--- src/rtl/uart_pkg.sv ---
// Shared UART definitions: parity mode encodings and receiver state codes.
// Also used by uart_tx so both ends agree on the parity_i encoding.
package uart_pkg;

   localparam logic [1:0] PARITY_NONE = 2'b00;
   localparam logic [1:0] PARITY_ODD  = 2'b01;
   localparam logic [1:0] PARITY_EVEN = 2'b10;

   typedef logic [2:0] rx_state_t;

   localparam rx_state_t RX_IDLE   = 3'd0;
   localparam rx_state_t RX_START  = 3'd1;
   localparam rx_state_t RX_DATA   = 3'd2;
   localparam rx_state_t RX_PARITY = 3'd3;
   localparam rx_state_t RX_STOP   = 3'd4;

   // 2'b11 is deliberately folded into "no parity bit on the wire"
   function automatic logic parity_used(input logic [1:0] mode);
      return (mode == PARITY_ODD) || (mode == PARITY_EVEN);
   endfunction

endpackage

--- src/rtl/uart_sync.sv ---
// Two-flop synchronizer for the asynchronous serial line.
// Resets to 1 so a released reset looks like an idle line.
module uart_sync (
   input  logic clk,
   input  logic rst,
   input  logic d,
   output logic q
);

   logic [1:0] sync_q;
   logic [1:0] sync_d;

   always_comb begin
      sync_d = {sync_q[0], d};
   end

   always_ff @(posedge clk or negedge rst) begin
      if (!rst) sync_q <= 2'b11;
      else      sync_q <= sync_d;
   end

   assign q = sync_q[1];

endmodule

--- src/rtl/uart_rx.sv ---
// Oversampling UART receiver: 8 data bits LSB first, optional odd/even parity,
// one stop bit. Results are registered the cycle after the stop-bit centre.
module uart_rx
   import uart_pkg::*;
#(
   parameter int OVERSAMPLE = 16
) (
   input  logic       clk,
   input  logic       rst,
   input  logic       rx_i,
   input  logic [1:0] parity_i,
   output logic [7:0] data_o,
   output logic       valid_o,
   output logic       parity_err_o,
   output logic       frame_err_o,
   output logic       busy_o
);

   localparam int CW = $clog2(OVERSAMPLE);
   localparam logic [CW-1:0] FULL_LAST = CW'(OVERSAMPLE - 1);
   localparam logic [CW-1:0] HALF_LAST = CW'(OVERSAMPLE / 2 - 1);

   logic rxs;
   logic rxs_prev_q, rxs_prev_d;

   rx_state_t     state_q, state_d;
   logic [CW-1:0] cnt_q, cnt_d;
   logic [2:0]    idx_q, idx_d;
   logic [7:0]    shift_q, shift_d;
   logic [1:0]    par_q, par_d;
   logic          perr_q, perr_d;

   logic [7:0] data_q, data_d;
   logic       valid_q, valid_d;
   logic       perr_o_q, perr_o_d;
   logic       ferr_q, ferr_d;

   logic tick;

   uart_sync u_sync (
      .clk (clk),
      .rst (rst),
      .d   (rx_i),
      .q   (rxs)
   );

   // Start phase samples at half a bit, later phases at full bit periods
   assign tick = (state_q == RX_START) ? (cnt_q == HALF_LAST) : (cnt_q == FULL_LAST);

   always_comb begin
      rxs_prev_d = rxs;
      state_d    = state_q;
      cnt_d      = cnt_q;
      idx_d      = idx_q;
      shift_d    = shift_q;
      par_d      = par_q;
      perr_d     = perr_q;
      data_d     = data_q;
      valid_d    = 1'b0;
      perr_o_d   = perr_o_q;
      ferr_d     = ferr_q;

      if (state_q != RX_IDLE) begin
         cnt_d = tick ? '0 : cnt_q + CW'(1);
      end

      case (state_q)
         RX_IDLE: begin
            cnt_d = '0;
            idx_d = '0;
            // Only a real 1->0 transition starts a frame, so a held-low line cannot retrigger
            if (rxs_prev_q && !rxs) begin
               state_d = RX_START;
               par_d   = parity_i;
               perr_d  = 1'b0;
            end
         end
         RX_START: begin
            if (tick) state_d = rxs ? RX_IDLE : RX_DATA;
         end
         RX_DATA: begin
            if (tick) begin
               shift_d = {rxs, shift_q[7:1]};
               if (idx_q == 3'd7) state_d = parity_used(par_q) ? RX_PARITY : RX_STOP;
               else               idx_d   = idx_q + 3'd1;
            end
         end
         RX_PARITY: begin
            if (tick) begin
               // Odd mode wants an odd ones count over data plus parity bit
               perr_d  = (^shift_q) ^ rxs ^ (par_q == PARITY_ODD);
               state_d = RX_STOP;
            end
         end
         RX_STOP: begin
            if (tick) begin
               state_d  = RX_IDLE;
               valid_d  = 1'b1;
               data_d   = shift_q;
               perr_o_d = parity_used(par_q) & perr_q;
               ferr_d   = ~rxs;
            end
         end
         default: state_d = RX_IDLE;
      endcase
   end

   always_ff @(posedge clk or negedge rst) begin
      if (!rst) begin
         rxs_prev_q <= 1'b1;
         state_q    <= RX_IDLE;
         cnt_q      <= '0;
         idx_q      <= '0;
         shift_q    <= '0;
         par_q      <= PARITY_NONE;
         perr_q     <= 1'b0;
         data_q     <= '0;
         valid_q    <= 1'b0;
         perr_o_q   <= 1'b0;
         ferr_q     <= 1'b0;
      end else begin
         rxs_prev_q <= rxs_prev_d;
         state_q    <= state_d;
         cnt_q      <= cnt_d;
         idx_q      <= idx_d;
         shift_q    <= shift_d;
         par_q      <= par_d;
         perr_q     <= perr_d;
         data_q     <= data_d;
         valid_q    <= valid_d;
         perr_o_q   <= perr_o_d;
         ferr_q     <= ferr_d;
      end
   end

   assign data_o       = data_q;
   assign valid_o      = valid_q;
   assign parity_err_o = perr_o_q;
   assign frame_err_o  = ferr_q;
   assign busy_o       = (state_q != RX_IDLE);

endmodule

--- config.mk ---
export PLATFORM = sky130hd
export DESIGN_NAME = uart_rx
export DESIGN_NICKNAME = d
export VERILOG_FILES = /design/src/rtl/uart_pkg.sv /design/src/rtl/uart_sync.sv /design/src/rtl/uart_rx.sv
export SDC_FILE = /design/constraint.sdc
export NUM_CORES = 1
export LEC_CHECK = 0
export ABC_AREA = 1
export CAP_MARGIN = 15
export CELL_PAD_IN_SITES_DETAIL_PLACEMENT = 1
export CELL_PAD_IN_SITES_GLOBAL_PLACEMENT = 2
export CORE_UTILIZATION = 30
export CTS_BUF_LIST = sky130_fd_sc_hd__clkbuf_16
export DETAILED_ROUTE_END_ITERATION = 12
export DONT_BUFFER_PORTS = 1
export PLACE_DENSITY_LB_ADDON = 0.25
export SYNTH_ARGS = -nofsm -noshare
export SYNTH_HDL_FRONTEND = slang
export SYNTH_SLANG_ARGS = --single-unit
--- constraint.sdc ---
create_clock -name clk -period 1.76 [get_ports clk]
set_input_delay 0.088 -clock clk [delete_from_list [all_inputs] [get_ports clk]]
set_output_delay 0.088 -clock clk [all_outputs]
set_load 0.03 [all_outputs]
==> metrics.md <==
| Metric | Value |
|---|---|
| Number of flops mapped to enable cells by yosys | `0` |
| R2R Path Start | `state_q[1]$_DFFE_PN0P_` |
| Skew final | `0.00176 ns` |
| Highest routed layer | `met4` |
| Clock-pin slew on the worst setup and hold paths | `0.05 ns` |
| CP arrival | `1.69 ns` |
| Total CTS buffers | `5` |
| Most frequent cell after synthesis | `nand2_1` |
| First-pass GRT wire length | `6.55 mm` |
| Setup CP Type | `flop to flop` |
| Post-CTS Setup Inserts | `0` |
| 1st-iter DRT viols | `75` |
| Slew @ Worst Pin | `0.314 ns` |
| Tot GR Track Use | `0.142` |
| Top-area cell type share of the netlist area | `0.467` |
| Rel. slew slack | `0.791` |
| Reg power frac | `0.381` |
| Reg-to-reg slack, setup | `0.24 ns` |
| CP Launch Type | `flop` |
| Switching Power | `0.879 mW` |
| Syn Inst Count | `192` |
| Post-Layout Cell Count | `274` |
| Fin nets | `211` |
| Netlist Area Pre-Place | `1710 um^2` |
| Met1 Wirelength | `1.71 mm` |
| Routed Antenna Nets | `0` |
| Drt via density | `4.67` |
| Clock Latency Late Sink | `0.28 ns` |
| Worst Hold Class | `input port to asynchronous set/reset pin` |
| TNS Setup | `0 ns` |
| Syn avg cell area | `8.92 um^2` |
| DRC viols | `0` |
| HPWL Detailed | `2.67 mm` |
| Antenna cell count | `0` |
| Status | `completed` |
| MaxCap Viol Count | `0` |
| Grt ovf | `0` |
| Routed length per instance | `13.6 um` |
| Synth warn | `0` |
| DIE HEIGHT | `77.6 um` |
| Total power | `2.53 mW` |
| Clock Sinks | `35` |
| WP data required | `1.92 ns` |
| Clock power share | `0.329` |
| Core footprint | `5510 um^2` |
| Cell family with most CP delay | `simple AND/OR/NAND/NOR gates` |
| Net Sw Frac | `0.347` |
| Total number of vias | `1280` |
| CTS tree | `built` |
| Area leader, netlist | `dfrtp_1` |
| Rows | `27` |
| Critical path origin | `state_q[1]$_DFFE_PN0P_` |
| Register area share after synthesis | `0.514` |
| Crit. End Element | `flop` |
| CTS Root Cell | `clkbuf_16` |
| PwrDens | `1290 nW/um^2` |
| Pin count of the biggest net entering global routing | `36` |
| Unrepaired setup endpoints after global routing | `no` |
| Endpoints failing setup | `0` |
| Top cells by count, synth | `nand2_1, dfrtp_1, inv_1` |
| Core Util, Final | `0.358` |
| Die Area | `6020 um^2` |
| Metal2 WL | `1.84 mm` |
| Die width | `77.6 um` |
| Fmax | `0.656 GHz` |
| Share of post-route cells with drive strength above 1 | `0.178` |
| Worst-path fanout max | `6` |
| Fin. max-slew vios | `0` |
| Placer's final routability congestion estimate | `0.764` |
| P_int | `1.66 mW` |
| Pleak | `0.987 nW` |
| H-tree lvl count | `2` |
| Combinational power share | `0.290` |
| Tcrit/Tclk final | `0.866` |
| Clock Path Buffers | `2` |
| Slowest stage delay, CP | `0.44 ns` |
| Worst path depth | `5` |
| Count of cell types in the netlist | `27` |
| Initial Util | `0.311` |
| Drt total wl | `3.72 mm` |
| Setup ws final | `0.236 ns` |
| Reg2Reg Depth | `5` |
| Antenna violations before repair | `0` |
| Wire length on met3 | `124 um` |
| Place WS | `0.260 ns` |
| Placed Instances | `262` |
| Number of buffers added on ports | `0` |
| Crit path cell chain | `nor2_2 -> nand2_1 -> inv_2 -> nand3_1 -> mux2_4` |
| Post-synth ARST share | `1.00` |
| Final hold violations | `0` |
| Synth area leaders | `dfrtp_1, nand2_1, o21ai_2` |
| I/O pin total | `17` |
| Number of global-route vias before repair | `1406` |
| First-pass DRT Iterations | `4` |
| VDD IR max | `0.411 mV` |
| Ys flop type | `dfrtp_1` |
| Worst path slowest cell | `dfrtp_1` |
| Buf/Inv on CP | `1` |
| Layout area overhead | `15.0%` |
| Register bit total from synthesis | `35` |
| Tmin final | `1.52 ns` |
| Syn_nets | `201` |
-- kinds of logic after synthesis --
family,Yosys count,share of synthesized area
AOI/OAI and AO/OA,29,0.114
xor gates and xnor gates,3,0.0153
adders and majority gates,4,0.0292
buffers and inverters,30,0.0811
DFF,35,0.514
muxes,1,0.00876
and+or+nand+nor,90,0.238
-- final timing paths --
| path | endpoint |
|---|---|
| setup / recovery | par_q[0]$_DFFE_PN0P_ |
| hold / removal | idx_q[0]$_DFFE_PN0P_ |
| setup reg to reg | par_q[0]$_DFFE_PN0P_ |
| hold reg to reg | u_sync.sync_q[1]$_DFF_PN1_ |
| max in group asynchronous | rxs_prev_q$_DFF_PN1_ |
| min in group clk | u_sync.sync_q[0]$_DFF_PN1_ |
-- state kept, by name, summed over array words and instances, names as in the netlist, 2 cells and up --
signal         flops
idx_q              3
u_sync.sync_q      2
data_o             8
state_q            3
par_q              2
cnt_q              4
shift_q            8
-- stage by stage --
stage	cell area, um^2	hold WS (ns)
6_report	1970	0.267
3_5_place_dp	1780	-0.206
5_1_grt	1970	0.288
4_1_cts	1970	0.275
2_1_floorplan	1710	-0.208
3_3_place_gp	1780	-0.207
-- power by group through the flow --
| stage | combinational [mW] | clock, mW | sequential [mW] |
|---|---|---|---|
| floorplan | 0.545 | 0 | 0.962 |
| global placement | 0.684 | 0 | 0.971 |
| detailed placement | 0.703 | 0 | 0.980 |
| CTS | 0.745 | 0.857 | 0.967 |
| global route | 0.835 | 0.891 | 0.981 |
| finish | 0.735 | 0.833 | 0.966 |
-- layout make-up --
| class | instances | area [um^2] |
|---|---|---|
| Sequential cell | 35 | 880 |
| Clock inverter | 2 | 8.76 |
| Timing Repair Buffer | 6 | 67.6 |
| Fill cell | 654 | 3540 |
| Clock buffer | 5 | 125 |
| Inverter | 27 | 105 |
| Multi-Input combinational cell | 127 | 694 |
| Tap cell | 72 | 90.1 |
-- cells in the final DEF, fill, tap and decap left out, drive strengths merged --
cell type,instances
a21oi,4
buf,2
clkbuf,5
clkinv,3
dfrtp,32
dfstp,3
dlygate4sd3,4
ha,4
inv,26
mux2,1
nand2,64
nand3,16
nand4,1
nor2,5
nor3,4
o21ai,24
o22ai,1
xnor2,1
xor2,2
-- what timing repair did --
action,in CTS,in global routing
resized for setup,0,0
endpoints found under the hold margin,38,0
hold buffers,5,0
-- routing by layer --
metal,GRT usage,vias to the layer above
met5,0,-
met4,0.0623,0
met3,0.0388,5
met2,0.236,17
met1,0.172,631
li1,-,627
(Power assumes the default switching activity.)
